$ cat src/rtl/seq_stage_ctrl.sv
// Multi-cycle stage sequencer for the Y86-64 SEQ core: pulses per-stage enables, owns the
// data-memory handshake and status code. Define SEQ_PERF_EN to enable the retire/cycle counters.
module seq_stage_ctrl #(
  parameter int unsigned MEM_TIMEOUT = 15
) (
  input  logic        clk,
  input  logic        rst_n,
  input  logic        start,
  input  logic [3:0]  icode,
  input  logic [3:0]  ifun,
  input  logic        imem_err,
  input  logic        cond,
  input  logic        mem_ack,
  input  logic        dmem_err,
  output logic        fetch_en,
  output logic        decode_en,
  output logic        exec_en,
  output logic        wb_en,
  output logic        pc_en,
  output logic        mem_req,
  output logic [2:0]  stat,
  output logic        busy,
  output logic [31:0] instr_retired,
  output logic [31:0] cycle_count
);

  typedef enum logic [2:0] {
    StIdle, StFetch, StDecode, StExecute, StMemory, StWriteback, StPcupd, StHalted
  } state_e;

  localparam logic [2:0] StatAok = 3'd1;
  localparam logic [2:0] StatHlt = 3'd2;
  localparam logic [2:0] StatAdr = 3'd3;
  localparam logic [2:0] StatIns = 3'd4;
  localparam logic [7:0] WaitLast = 8'(MEM_TIMEOUT - 1);

  state_e     state_q, state_d;
  logic [2:0] stat_q, stat_d;
  logic [7:0] wait_q, wait_d;
  logic [3:0] icode_q, ifun_q;
  logic       needs_mem, needs_wb, cmov_skip;
  logic       fetch_q, decode_q, exec_q, wb_q, pc_q, mem_q, busy_q;

  always_comb begin
    needs_mem = 1'b0;
    needs_wb  = 1'b0;
    case (icode_q)
      4'h4:                         needs_mem = 1'b1;
      4'h5, 4'h8, 4'h9, 4'hA, 4'hB: begin
        needs_mem = 1'b1;
        needs_wb  = 1'b1;
      end
      4'h2, 4'h3, 4'h6:             needs_wb  = 1'b1;
      default: ;
    endcase
  end

  always_comb begin
    state_d = state_q;
    stat_d  = stat_q;
    wait_d  = wait_q;
    unique case (state_q)
      StIdle:    if (start) state_d = StFetch;
      StFetch: begin
        // imem_err outranks an invalid icode
        if (imem_err) begin
          state_d = StHalted;
          stat_d  = StatAdr;
        end else if (icode > 4'hB) begin
          state_d = StHalted;
          stat_d  = StatIns;
        end else if (icode == 4'h0) begin
          state_d = StHalted;
          stat_d  = StatHlt;
        end else begin
          state_d = StDecode;
        end
      end
      StDecode:  state_d = StExecute;
      StExecute: begin
        wait_d = 8'd0;
        if (needs_mem)     state_d = StMemory;
        else if (needs_wb) state_d = StWriteback;
        else               state_d = StPcupd;
      end
      StMemory: begin
        // an ack in the timeout cycle still completes the access
        if (mem_ack) begin
          if (dmem_err) begin
            state_d = StHalted;
            stat_d  = StatAdr;
          end else if (needs_wb) begin
            state_d = StWriteback;
          end else begin
            state_d = StPcupd;
          end
        end else if (wait_q == WaitLast) begin
          state_d = StHalted;
          stat_d  = StatAdr;
        end else begin
          wait_d = wait_q + 8'd1;
        end
      end
      StWriteback: state_d = StPcupd;
      StPcupd:     state_d = StFetch;
      StHalted:    state_d = StHalted;
      default:     state_d = StIdle;
    endcase
  end

  always_ff @(posedge clk or negedge rst_n) begin
    if (!rst_n) begin
      state_q  <= StIdle;
      stat_q   <= StatAok;
      wait_q   <= 8'd0;
      icode_q  <= 4'h0;
      ifun_q   <= 4'h0;
      fetch_q  <= 1'b0;
      decode_q <= 1'b0;
      exec_q   <= 1'b0;
      wb_q     <= 1'b0;
      pc_q     <= 1'b0;
      mem_q    <= 1'b0;
      busy_q   <= 1'b0;
    end else begin
      state_q  <= state_d;
      stat_q   <= stat_d;
      wait_q   <= wait_d;
      if (state_q == StFetch) begin
        icode_q <= icode;
        ifun_q  <= ifun;
      end
      fetch_q  <= (state_d == StFetch);
      decode_q <= (state_d == StDecode);
      exec_q   <= (state_d == StExecute);
      wb_q     <= (state_d == StWriteback);
      pc_q     <= (state_d == StPcupd);
      mem_q    <= (state_d == StMemory);
      busy_q   <= (state_d != StIdle) && (state_d != StHalted);
    end
  end

  // cond only becomes valid in WRITEBACK, so the untaken-cmov gate is applied late
  assign cmov_skip = (icode_q == 4'h2) && (ifun_q != 4'h0) && !cond;

  assign fetch_en  = fetch_q;
  assign decode_en = decode_q;
  assign exec_en   = exec_q;
  assign wb_en     = wb_q && !cmov_skip;
  assign pc_en     = pc_q;
  assign mem_req   = mem_q;
  assign stat      = stat_q;
  assign busy      = busy_q;

`ifdef SEQ_PERF_EN
  logic [31:0] retired_q, cycles_q;

  always_ff @(posedge clk or negedge rst_n) begin
    if (!rst_n) begin
      retired_q <= 32'd0;
      cycles_q  <= 32'd0;
    end else begin
      if (busy_q)             cycles_q  <= cycles_q + 32'd1;
      if (state_q == StPcupd) retired_q <= retired_q + 32'd1;
    end
  end

  assign instr_retired = retired_q;
  assign cycle_count   = cycles_q;
`else
  assign instr_retired = 32'd0;
  assign cycle_count   = 32'd0;
`endif

endmodule

$ cat config.mk
export PLATFORM = sky130hd
export DESIGN_NAME = seq_stage_ctrl
export DESIGN_NICKNAME = d
export VERILOG_FILES = /design/src/rtl/seq_stage_ctrl.sv
export SDC_FILE = /design/constraint.sdc
export NUM_CORES = 1
export LEC_CHECK = 0
export ABC_AREA = 1
export CORE_MARGIN = 1.5
export CORE_UTILIZATION = 42
export DETAILED_ROUTE_END_ITERATION = 16
export GPL_TIMING_DRIVEN = 0
export PLACE_DENSITY = 0.81
export SETUP_SLACK_MARGIN = 0.5
export SYNTH_ARGS = -nofsm -noshare
export SYNTH_HDL_FRONTEND = slang
export SYNTH_SLANG_ARGS = --single-unit
$ cat constraint.sdc
create_clock -name clk -period 2 [get_ports clk]
set_clock_uncertainty 0.15 [all_clocks]
set_input_delay 0.4 -clock clk [delete_from_list [all_inputs] [get_ports clk]]
set_output_delay 0.4 -clock clk [all_outputs]
set_load 0.03 [all_outputs]
==> results by group <==
Worst setup path
  – List of cells traversed by the critical path: or4_4 -> a21boi_4 -> buf_6
  – Critical path launch point type: register
  – Biggest fanout along the worst timing path: 2
  – Worst endpoint required time: between 1 and 1.5 ns
  – Critical register-to-register path endpoint: wait_q[3]$_DFFE_PN0P_
  – Critical Path Sink Type: primary output
  – Slowest cell on the critical path: or4_4
  – Worst R2R Setup Slack: between 0.2 and 0.3 ns
  – RR Startpoint: wait_q[0]$_DFFE_PN0P_
  – Delay contributed by the slowest stage of the critical path: approximately 0.56 ns
  – Data arrival time at the worst-slack endpoint: around 1.5 ns
  – R2R cell count: 10
  – Worst Setup Path Type: register to primary output

Synth
  – Post-synth EDFFs: 0
  – Most used DFF post-synth: dfrtp_1
  – Post-synthesis instance area: 1962 sq um
  – Syn. warnings: 0
  – #FFs+latches synth: 29
  – Avg Cell Area, Syn: around 7.7 sq um
  – FFs w/ async S/R, synth: 100.0%
  – Post-synthesis cell type count: 26
  – Cell type with the highest aggregate area in the netlist: dfrtp_1
  – Area share of the largest cell type after synthesis: between 30% and 40%
  – Largest cells by area after synthesis: dfrtp_1 36%, buf_4 24%, nand2_1 12%
  – Proportion of synthesized chip area in sequential cells: a little under two fifths
  – Mapped Cells: between 200 and 300

Timing
  – Crit path time final: just over 2 ns
  – Max-slew violations: 0
  – Fmax achieved: 0.4863 GHz
  – Worst slew margin relative to its limit: between 50% and 60%
  – Final count of negative-setup-slack endpoints: 1
  – Pin slew with the least headroom to its limit: approximately 0.73 ns
  – Final cycle utilization of the critical path: 102.8%
  – Worst-case setup margin in the final layout: -0.05614 ns
  – Unrepaired setup endpoints after global routing: yes
  – Number of endpoints with negative hold slack in the final report: 0

Final layout
  – Area used by sequential logic in the layout: 730.7 sq um
  – Non-Filler Instances: ~420
  – # fillers: between 300 and 400
  – Area growth from synthesis to final layout: 53.38%
  – ANT cells: 0
  – Most frequent cells in the layout: 79 x buf_4, 64 x conb_1, 43 x nand2_1
  – Most common library cell in the layout ignoring fill and taps: buf_4
  – Ratio of cells with drive above 1 in the final layout: 47.43%
  – Area of the multi-input gates: 1146 sq um
  – Final #Nets: approximately 390

Job
  – # Max-Cap Violations: 0

Place
  – Placed instance count: 393
  – Placer Congestion: ~0.80
  – Number of buffers added on ports: 24
  – HPWL after detailed placement: between 2000 and 3000 microns
  – Setup slack at placement: -0.4475 ns

Detailed routing
  – DRC violations left: 0
  – Detailed router's first-iteration violation count: ~130
  – Wire length after detailed routing: about 4800 microns
  – Number of search-and-repair iterations in the first detailed-routing pass: 4
  – DR vias: 1781
  – Antenna violation net count after detailed routing: 0
  – Drt wl/cell: 11.29 microns
  – Routed vias/inst: about 4.2

GRT
  – Initial antenna violation count: 0
  – Number of global-route vias before repair: approximately 1.6k
  – Leftover overflow at the end of global routing: 0
  – Total track usage: around 18%
  – Global-route wire length before repair: between 6000 and 7000 microns
  – Maximum number of pins on one net before global-route repair: 30

Die
  – Starting density of the core: 44.44%
  – DIE WIDTH: 71.35 microns
  – Die ar.: 5090 sq um
  – Std-Cell Core Area: about 4400 sq um
  – Total number of placement rows: 24
  – Count of pins on the block boundary: about 90
  – DIE HEIGHT: approximately 70 microns

Clocking
  – Max H-tree Level: 2
  – Buffer levels on the longest clock path: 2
  – Worst-path clk slew: around 0.060 ns
  – Number of clock sinks seen by CTS: 29
  – Clock Tree Root: clkbuf_8
  – Num CTS Buffers: 5
  – Skew-Pair Late Insertion Delay: ~0.28 ns
  – Hold Buf Count CTS: 0
  – Clock tree from TritonCTS: done

Run status
  – Failing checks: negative setup slack
  – Outcome: complete, but fails checks

Power
  – Peak VDD IR: 0.0004950 V
  – Leakage power of the design: around 1.6 nW
  – Power per Cell Area: between 1000 and 1500 nW/um^2

Min path
  – Class of the worst hold path: primary input to async pin
==> metal layers <==
metal | track usage (%) | up-vias | routed length [microns]
met3 | 4.641 | 14 | 375
met2 | 29.94 | 82 | 2399
met1 | 19.78 | 792 | 1809
met4 | 9.644 | 0 | 169
met5 | 0 | - | 0
li1 | - | 893 | -
==> cell type report <==
cell class              count  share of cell area (%)
clock buffers               7                   3.202
flip-flops and latches     29                   24.28
plain buffers              65                   16.13
multi-input cells         201                   38.09
well taps                  52                   2.162
clock inverters             1                  0.1663
repair buffers             44                   13.14
inverters                  22                   2.827
==> through the flow <==
| step | util, % | total power, mW | cell area [sq um] | setup TNS, ns | hold WS (ns) |
|---|---|---|---|---|---|
| after floorplan | - | 2.091 | 2235 | 0 | -0.04559 |
| after global placement | 57.54 | 2.400 | 2540 | -2.222 | 0.3090 |
| after detailed placement | 57.54 | 2.450 | 2540 | -4.128 | 0.3132 |
| after CTS | 64.80 | 3.414 | 2860 | -0.07170 | 0.1333 |
| after global routing | 68.17 | 4.104 | 3009 | -0.09949 | 0.1824 |
| final | 68.17 | 3.873 | 3009 | -0.05614 | 0.1137 |
==> Yosys cell counts, types with 2 or more instances <==
cell type	n
xor2_1	4
inv_1	20
dfrtp_1	28
nand4_1	2
nor2_1	19
buf_4	64
or2_2	2
nor3_1	6
nand2_1	62
nor4_1	2
nand3_1	9
ha_1	2
o21ai_0	12
o21a_1	2
inv_2	2
nor2_4	3
a21oi_1	3
nand2_2	4
==> how the worst max path moves through the flow <==
stage | startpoint | end | slack [ns]
after floorplan | ifun_q[1]$_DFFE_PN0P_ | wb_en | 0.28
after global placement | cond | wb_en | -0.40
after detailed placement | cond | wb_en | -0.45
after CTS | ifun_q[2]$_DFFE_PN0P_ | wb_en | -0.07
after global routing | ifun_q[2]$_DFFE_PN0P_ | wb_en | -0.1
final | ifun_q[2]$_DFFE_PN0P_ | wb_en | -0.06
==> flip-flops by register name, indices dropped and copies added, names as in the netlist, 3 cells and up <==
signal	flops
icode_q	4
ifun_q	4
stat	3
state_q	3
wait_q	8
==> worst max-delay path, delay by kind of cell, from the launching register on <==
kind                   cells  cell delay [ns]
flip-flops                 1             0.38
AO/OA/AOI/OAI              1             0.14
AND/OR/NAND/NOR            1             0.56
buffers and inverters      1             0.14
==> report_power, final <==
group / switching (mW) / internal [mW]
Clock: 0.223 / 0.310
Sequential: 0.159 / 0.798
Combinational: 1.44 / 0.946
==> logic make-up (layout without fill, tap and decap cells) <==
kind of cell | Yosys count | after routing | synth area share, %
and+or+nand+nor | 112 | 112 | 25.45
buffers and inverters | 87 | 139 | 28.89
DFF | 29 | 29 | 37.05
AOI/OAI and AO/OA | 19 | 19 | 5.357
xor gates and xnor gates | 4 | 4 | 1.786
adders and majority gates | 2 | 2 | 1.275
other | 1 | 64 | 0.1911
==> repair_timing <==
item,4_1_cts,5_1_grt
endpoints found under the hold margin,0,0
pin swaps,19,11
setup endpoints to repair,62,33
gates resized for setup,85,48
buffers inserted,15,5
(Power assumes the default switching activity.)
